`config.mk`:
```
export PLATFORM = sky130hd
export DESIGN_NAME = sc_bit_serializer
export DESIGN_NICKNAME = d
export VERILOG_FILES = /design/src/rtl/sc_bit_serializer.sv
export SDC_FILE = /design/constraint.sdc
export NUM_CORES = 1
export LEC_CHECK = 0
export BUFFER_PORTS_ARGS = -buffer_cell sky130_fd_sc_hd__buf_2
export CAP_MARGIN = 25
export CELL_PAD_IN_SITES_DETAIL_PLACEMENT = 1
export CELL_PAD_IN_SITES_GLOBAL_PLACEMENT = 1
export CORE_MARGIN = 2
export CORE_UTILIZATION = 38
export CTS_BUF_LIST = sky130_fd_sc_hd__clkbuf_4 sky130_fd_sc_hd__clkbuf_8 sky130_fd_sc_hd__clkbuf_16
export DETAILED_ROUTE_END_ITERATION = 10
export PLACE_DENSITY_LB_ADDON = 0.1
export SLEW_MARGIN = 20
export SYNTH_ARGS = -nofsm -noshare
export SYNTH_HDL_FRONTEND = slang
export SYNTH_SLANG_ARGS = --single-unit
```
`constraint.sdc`:
```
create_clock -name Clk -period 3.9 [get_ports Clk]
set_input_delay 0.78 -clock Clk [delete_from_list [all_inputs] [get_ports Clk]]
set_output_delay 0.78 -clock Clk [all_outputs]
set_load 0.005 [all_outputs]
```
`src/rtl/sc_bit_serializer.sv`:
```
// Slow-control bit serializer: pops 16-bit words from the config FIFO and shifts them
// MSB-first onto SR_IN with a generated SR_CK, after clearing the chip register via SR_RSTB.
module sc_bit_serializer #(
    parameter int unsigned SC_BITS       = 592,
    parameter int unsigned RS_BITS       = 64,
    parameter int unsigned RESET_CYCLES  = 4,
    parameter int unsigned STALL_TIMEOUT = 1024
) (
    input  logic        Clk,
    input  logic        reset,
    input  logic        Start,
    input  logic        ChainSelect,
    input  logic        FifoEmpty,
    input  logic [15:0] FifoData,
    output logic        FifoReadEn,
    output logic        SR_CK,
    output logic        SR_RSTB,
    output logic        SR_IN,
    output logic        Busy,
    output logic        Done,
    output logic        Error
);
    localparam int unsigned RstW   = $clog2(RESET_CYCLES + 1);
    localparam int unsigned StallW = $clog2(STALL_TIMEOUT + 1);

    typedef enum logic [2:0] {
        StIdle, StResetSr, StFetch, StLoad, StCkLow, StCkHigh, StDone, StError
    } state_e;

    state_e             state_q, state_d;
    logic [9:0]         rem_q, rem_d;
    logic [RstW-1:0]    rst_cnt_q, rst_cnt_d;
    logic [StallW-1:0]  stall_q, stall_d;
    logic [3:0]         bit_idx_q, bit_idx_d;
    logic [15:0]        shift_q, shift_d;
    logic               rd_en_q, rd_en_d;
    logic               sr_ck_q, sr_ck_d;
    logic               sr_rstb_q, sr_rstb_d;
    logic               sr_in_q, sr_in_d;
    logic               busy_q, busy_d;
    logic               done_q, done_d;
    logic               error_q, error_d;

    always_comb begin
        state_d   = state_q;
        rem_d     = rem_q;
        rst_cnt_d = rst_cnt_q;
        stall_d   = stall_q;
        bit_idx_d = bit_idx_q;
        shift_d   = shift_q;
        rd_en_d   = 1'b0;
        sr_ck_d   = sr_ck_q;
        sr_rstb_d = sr_rstb_q;
        sr_in_d   = sr_in_q;
        busy_d    = busy_q;
        done_d    = 1'b0;
        error_d   = 1'b0;

        unique case (state_q)
            StIdle: begin
                if (Start) begin
                    rem_d     = ChainSelect ? 10'(RS_BITS) : 10'(SC_BITS);
                    rst_cnt_d = RstW'(RESET_CYCLES - 1);
                    stall_d   = '0;
                    sr_rstb_d = 1'b0;
                    sr_ck_d   = 1'b0;
                    busy_d    = 1'b1;
                    state_d   = StResetSr;
                end
            end
            StResetSr: begin
                if (rst_cnt_q == '0) begin
                    sr_rstb_d = 1'b1;
                    // Read is issued on FETCH entry so data lands during LOAD.
                    rd_en_d   = ~FifoEmpty;
                    state_d   = StFetch;
                end else begin
                    rst_cnt_d = rst_cnt_q - 1'b1;
                end
            end
            StFetch: begin
                sr_ck_d = 1'b0;
                if (rd_en_q) begin
                    stall_d = '0;
                    state_d = StLoad;
                end else if (!FifoEmpty) begin
                    rd_en_d = 1'b1;
                end else if (stall_q == StallW'(STALL_TIMEOUT - 1)) begin
                    error_d   = 1'b1;
                    busy_d    = 1'b0;
                    sr_rstb_d = 1'b1;
                    sr_in_d   = 1'b0;
                    state_d   = StError;
                end else begin
                    stall_d = stall_q + 1'b1;
                end
            end
            StLoad: begin
                shift_d   = FifoData;
                sr_in_d   = FifoData[15];
                bit_idx_d = 4'd15;
                state_d   = StCkLow;
            end
            StCkLow: begin
                sr_ck_d = 1'b1;
                state_d = StCkHigh;
            end
            StCkHigh: begin
                sr_ck_d = 1'b0;
                rem_d   = rem_q - 1'b1;
                if (rem_q == 10'd1) begin
                    done_d  = 1'b1;
                    busy_d  = 1'b0;
                    sr_in_d = 1'b0;
                    state_d = StDone;
                end else if (bit_idx_q == 4'd0) begin
                    rd_en_d = ~FifoEmpty;
                    state_d = StFetch;
                end else begin
                    shift_d   = {shift_q[14:0], 1'b0};
                    sr_in_d   = shift_q[14];
                    bit_idx_d = bit_idx_q - 1'b1;
                    state_d   = StCkLow;
                end
            end
            StDone, StError: begin
                state_d = StIdle;
            end
            default: state_d = StIdle;
        endcase
    end

    always_ff @(posedge Clk or posedge reset) begin
        if (reset) begin
            state_q   <= StIdle;
            rem_q     <= '0;
            rst_cnt_q <= '0;
            stall_q   <= '0;
            bit_idx_q <= '0;
            shift_q   <= '0;
            rd_en_q   <= 1'b0;
            sr_ck_q   <= 1'b0;
            sr_rstb_q <= 1'b1;
            sr_in_q   <= 1'b0;
            busy_q    <= 1'b0;
            done_q    <= 1'b0;
            error_q   <= 1'b0;
        end else begin
            state_q   <= state_d;
            rem_q     <= rem_d;
            rst_cnt_q <= rst_cnt_d;
            stall_q   <= stall_d;
            bit_idx_q <= bit_idx_d;
            shift_q   <= shift_d;
            rd_en_q   <= rd_en_d;
            sr_ck_q   <= sr_ck_d;
            sr_rstb_q <= sr_rstb_d;
            sr_in_q   <= sr_in_d;
            busy_q    <= busy_d;
            done_q    <= done_d;
            error_q   <= error_d;
        end
    end

    assign FifoReadEn = rd_en_q;
    assign SR_CK      = sr_ck_q;
    assign SR_RSTB    = sr_rstb_q;
    assign SR_IN      = sr_in_q;
    assign Busy       = busy_q;
    assign Done       = done_q;
    assign Error      = error_q;

endmodule
```
==> impl_metrics.env <==
export IMPL_r2r_start="state_q[1]"
export IMPL_tightest_slew_ns=0.856
export IMPL_required_ns=4.06
export IMPL_rows=32
export IMPL_overflow=0
export IMPL_synth_edf_count=0
export IMPL_fin_setup_tns_ns=0
export IMPL_arrival_ns=2.71
export IMPL_period_share_pct=65.4
export IMPL_portBuffers=27
export IMPL_ant_nets=0
export IMPL_maxCapViolations=0
export IMPL_die_y_um=92.1
export IMPL_reg2reg_to="shift_q[6]"
export IMPL_ys_seq_elements=53
export IMPL_critPathMaxFanout=28
export IMPL_root_buffer="clkbuf_8"
export IMPL_cts_path_max_buffers=2
export IMPL_drt_wl_total_um=6970
export IMPL_rsz0062_at_grt="false"
export IMPL_nFillCells=916
export IMPL_clock_skew_final_ns=0.0121
export IMPL_die_area_mm2=0.00848
export IMPL_syn_cell_area_mm2=0.00295
export IMPL_cp_end_kind="flip-flop"
export IMPL_whs_path_depth=1
export IMPL_min_period_ns=2.55
export IMPL_dr_total_vias=2410
export IMPL_grt_pass1_wl_um=12100
export IMPL_yosys_top_cells_area="dfrtp_1 44%, nand2_1 6.5%, a31oi_1 3.8%"
export IMPL_async_flop_share_pct=100
export IMPL_diodes=0
export IMPL_final_nets=369
export IMPL_syn_avg_cell_area_um2=9.33
export IMPL_fin_ws_ns=1.35
export IMPL_grt_max_degree=41
export IMPL_dp_slack_ns=1.28
export IMPL_initial_core_util_pct=38.7
export IMPL_io_pins=28
export IMPL_syn_inst=316
export IMPL_cts_setup_buffers=0
export IMPL_ys_seq_area_share_pct=45.0
export IMPL_drc=0
export IMPL_insertion_delay_ns=0.31
export IMPL_place_hpwl_um=4920
export IMPL_cts_sinks=53
export IMPL_holdCritStartpoint="rem_q[8]"
export IMPL_coreArea_mm2=0.00761
export IMPL_yosys_warnings=0
export IMPL_cts_max_level=2
export IMPL_first_pass_iters=4
export IMPL_hold_violations=0
export IMPL_cts_hold_buf=0
export IMPL_drtIter0Drc=68
export IMPL_viasPerCell=5.43
export IMPL_min_path_type="reg -> reg"
export IMPL_antenna_found_initial=0
export IMPL_cts_tree="yes"
export IMPL_cts_resized=0
export IMPL_avgRoutedWirePerCell_um=15.7
export IMPL_r2r_cells=6
export IMPL_ys_types=56
export IMPL_leakage_nw=1.39
export IMPL_setup_viol=0
export IMPL_startpoint_type="flip-flop"
export IMPL_yosys_area_top_type_share_pct=44.1
export IMPL_area_delta_synth_final_pct=10.8
export IMPL_grt_pass1_vias=2505
export IMPL_synth_top_area_cell="dfrtp_1"
export IMPL_cts_made_buffers=5
export IMPL_status="finished clean"
export IMPL_path_clk_slew_ns=0.10
export IMPL_slew_viol_final=0
export IMPL_drive_gt1_share_pct=20.5
export IMPL_peakVddDrop_uv=191
export IMPL_holdPathEnd="rem_q[8]"
export IMPL_timing_fmax_mhz=392
export IMPL_r2r_slack_ns=1.35
export IMPL_worstSetupPathType="reg -> reg"
export IMPL_die_x_um=92.1
export IMPL_power_density_mw_per_mm2=666
export IMPL_syn_num_nets=344
export IMPL_gp_congestion=0.750
export IMPL_grtUsageTotal_pct=17.7
export IMPL_synthFlopType="dfrtp_1"
export IMPL_relSlewSlack_pct=42.1
## final cells by class
class | count | area (µm²) | share of cell area [%]
multi-input cells | 237 | 1500 | 45.8
flip-flops and latches | 53 | 1330 | 40.7
repair buffers | 33 | 185 | 5.67
well taps | 102 | 128 | 3.91
clock buffers | 6 | 76.3 | 2.34
inverters | 11 | 42.5 | 1.30
clock inverters | 2 | 10.0 | 0.307
## metrics by stage
step / instances / cell area [µm²] / hold slack (ns) / utilization, % / total power [W]
final: 444 / 3270 / 0.479 / 42.9 / 0.00217
after global routing: 444 / 3270 / 0.522 / 42.9 / 0.00239
after CTS: 442 / 3250 / 0.486 / 42.7 / 0.00219
after detailed placement: 434 / 3160 / 0.473 / 41.5 / 0.00187
after global placement: 434 / 3160 / 0.460 / 41.5 / 0.00184
after floorplan: 316 / 2950 / 0.439 / - / 0.00162
## worst max path at each step
stage	end	start	depth (start not counted)	slack (ns)
finish	shift_q[6]	state_q[1]	6	1.35
global route	shift_q[6]	state_q[1]	6	0.99
CTS	shift_q[4]	state_q[1]	6	1.27
detailed placement	shift_q[4]	state_q[1]	6	1.28
global placement	shift_q[8]	state_q[1]	6	1.33
floorplan	bit_idx_q[1]	rem_q[1]	8	1.80
## synthesized netlist by cell type, types with 2 or more instances
master / number
and3_1: 2
o21ai_0: 15
o211ai_1: 4
nand2b_1: 5
or3b_2: 4
and3b_1: 2
nand3b_1: 4
a21o_1: 2
buf_2: 2
nor4b_1: 2
o22ai_1: 2
a21oi_2: 10
inv_1: 10
nor3b_1: 2
and4_1: 2
or4_1: 2
mux2i_1: 8
a211o_1: 4
a21oi_1: 14
nand3_1: 9
or2_2: 4
a211oi_1: 3
dfrtp_1: 52
nor2_1: 11
o22a_1: 3
nor3_1: 9
a31oi_1: 18
nand4_1: 3
buf_6: 3
nand2_1: 51
or3_1: 4
xnor2_1: 2
a22oi_1: 3
a22o_1: 3
clkbuf_1: 9
ha_1: 7
nor4_1: 5
o21ai_1: 2
nor2b_1: 2
## report_power, final
| group | total [W] | leakage (nW) | switching [W] | internal (W) |
|---|---|---|---|---|
| Sequential | 0.000929 | 0.645 | 0.000199 | 0.000730 |
| Clock | 0.000318 | 0.0484 | 0.000186 | 0.000132 |
| Combinational | 0.000928 | 0.697 | 0.000531 | 0.000397 |
## per-layer routing
layer / vias to the layer above / routed length (µm) / GRT usage (%)
li1: 1201 / - / -
met2: 19 / 3330 / 29.9
met3: 4 / 145 / 3.20
met1: 1186 / 3450 / 23.8
met4: 0 / 44 / 3.73
met5: - / 0 / 0
## critical path, cell delays in order, from the launching register on
cell and delay [ns]:
dfrtp_1 0.66, nand3b_1 0.17, buf_4 0.30, or4_4 0.38
clkinv_2 0.18, nor2_2 0.53, a31oi_1 0.17
## cells in the final DEF (no fill, tap or decap), types with 5 or more instances in the layout
master,Yosys,final
a31oi_1,18,18
a21oi_1,14,14
o21ai_0,15,15
clkbuf_8,0,5
nor3_1,9,9
nor2_1,11,11
nor4_1,5,5
mux2i_1,8,8
nand2b_1,5,5
nand2_1,51,51
buf_2,2,28
dfrtp_1,52,52
ha_1,7,7
nand3_1,9,9
inv_1,10,9
a21oi_2,10,10
## cell families after synthesis
| group | count (synthesis) | synth area share (%) |
|---|---|---|
| mux | 10 | 3.61 |
| xor+xnor | 2 | 0.594 |
| fa+ha+maj | 7 | 2.97 |
| compound gates | 90 | 20.7 |
| simple gates | 128 | 22.9 |
| flops | 53 | 45.0 |
| buf+inv | 26 | 4.20 |
## registers in the layout, indices dropped and copies added, names as in the netlist
| register | flops |
|---|---|
| shift_q | 15 |
| stall_q | 11 |
| rem_q | 10 |
| bit_idx_q | 4 |
| rst_cnt_q | 3 |
| state_q | 3 |
| Busy | 1 |
| Done | 1 |
| Error | 1 |
| FifoReadEn | 1 |
| SR_CK | 1 |
| SR_IN | 1 |
| SR_RSTB | 1 |
Power figures use the tool's default switching activity.
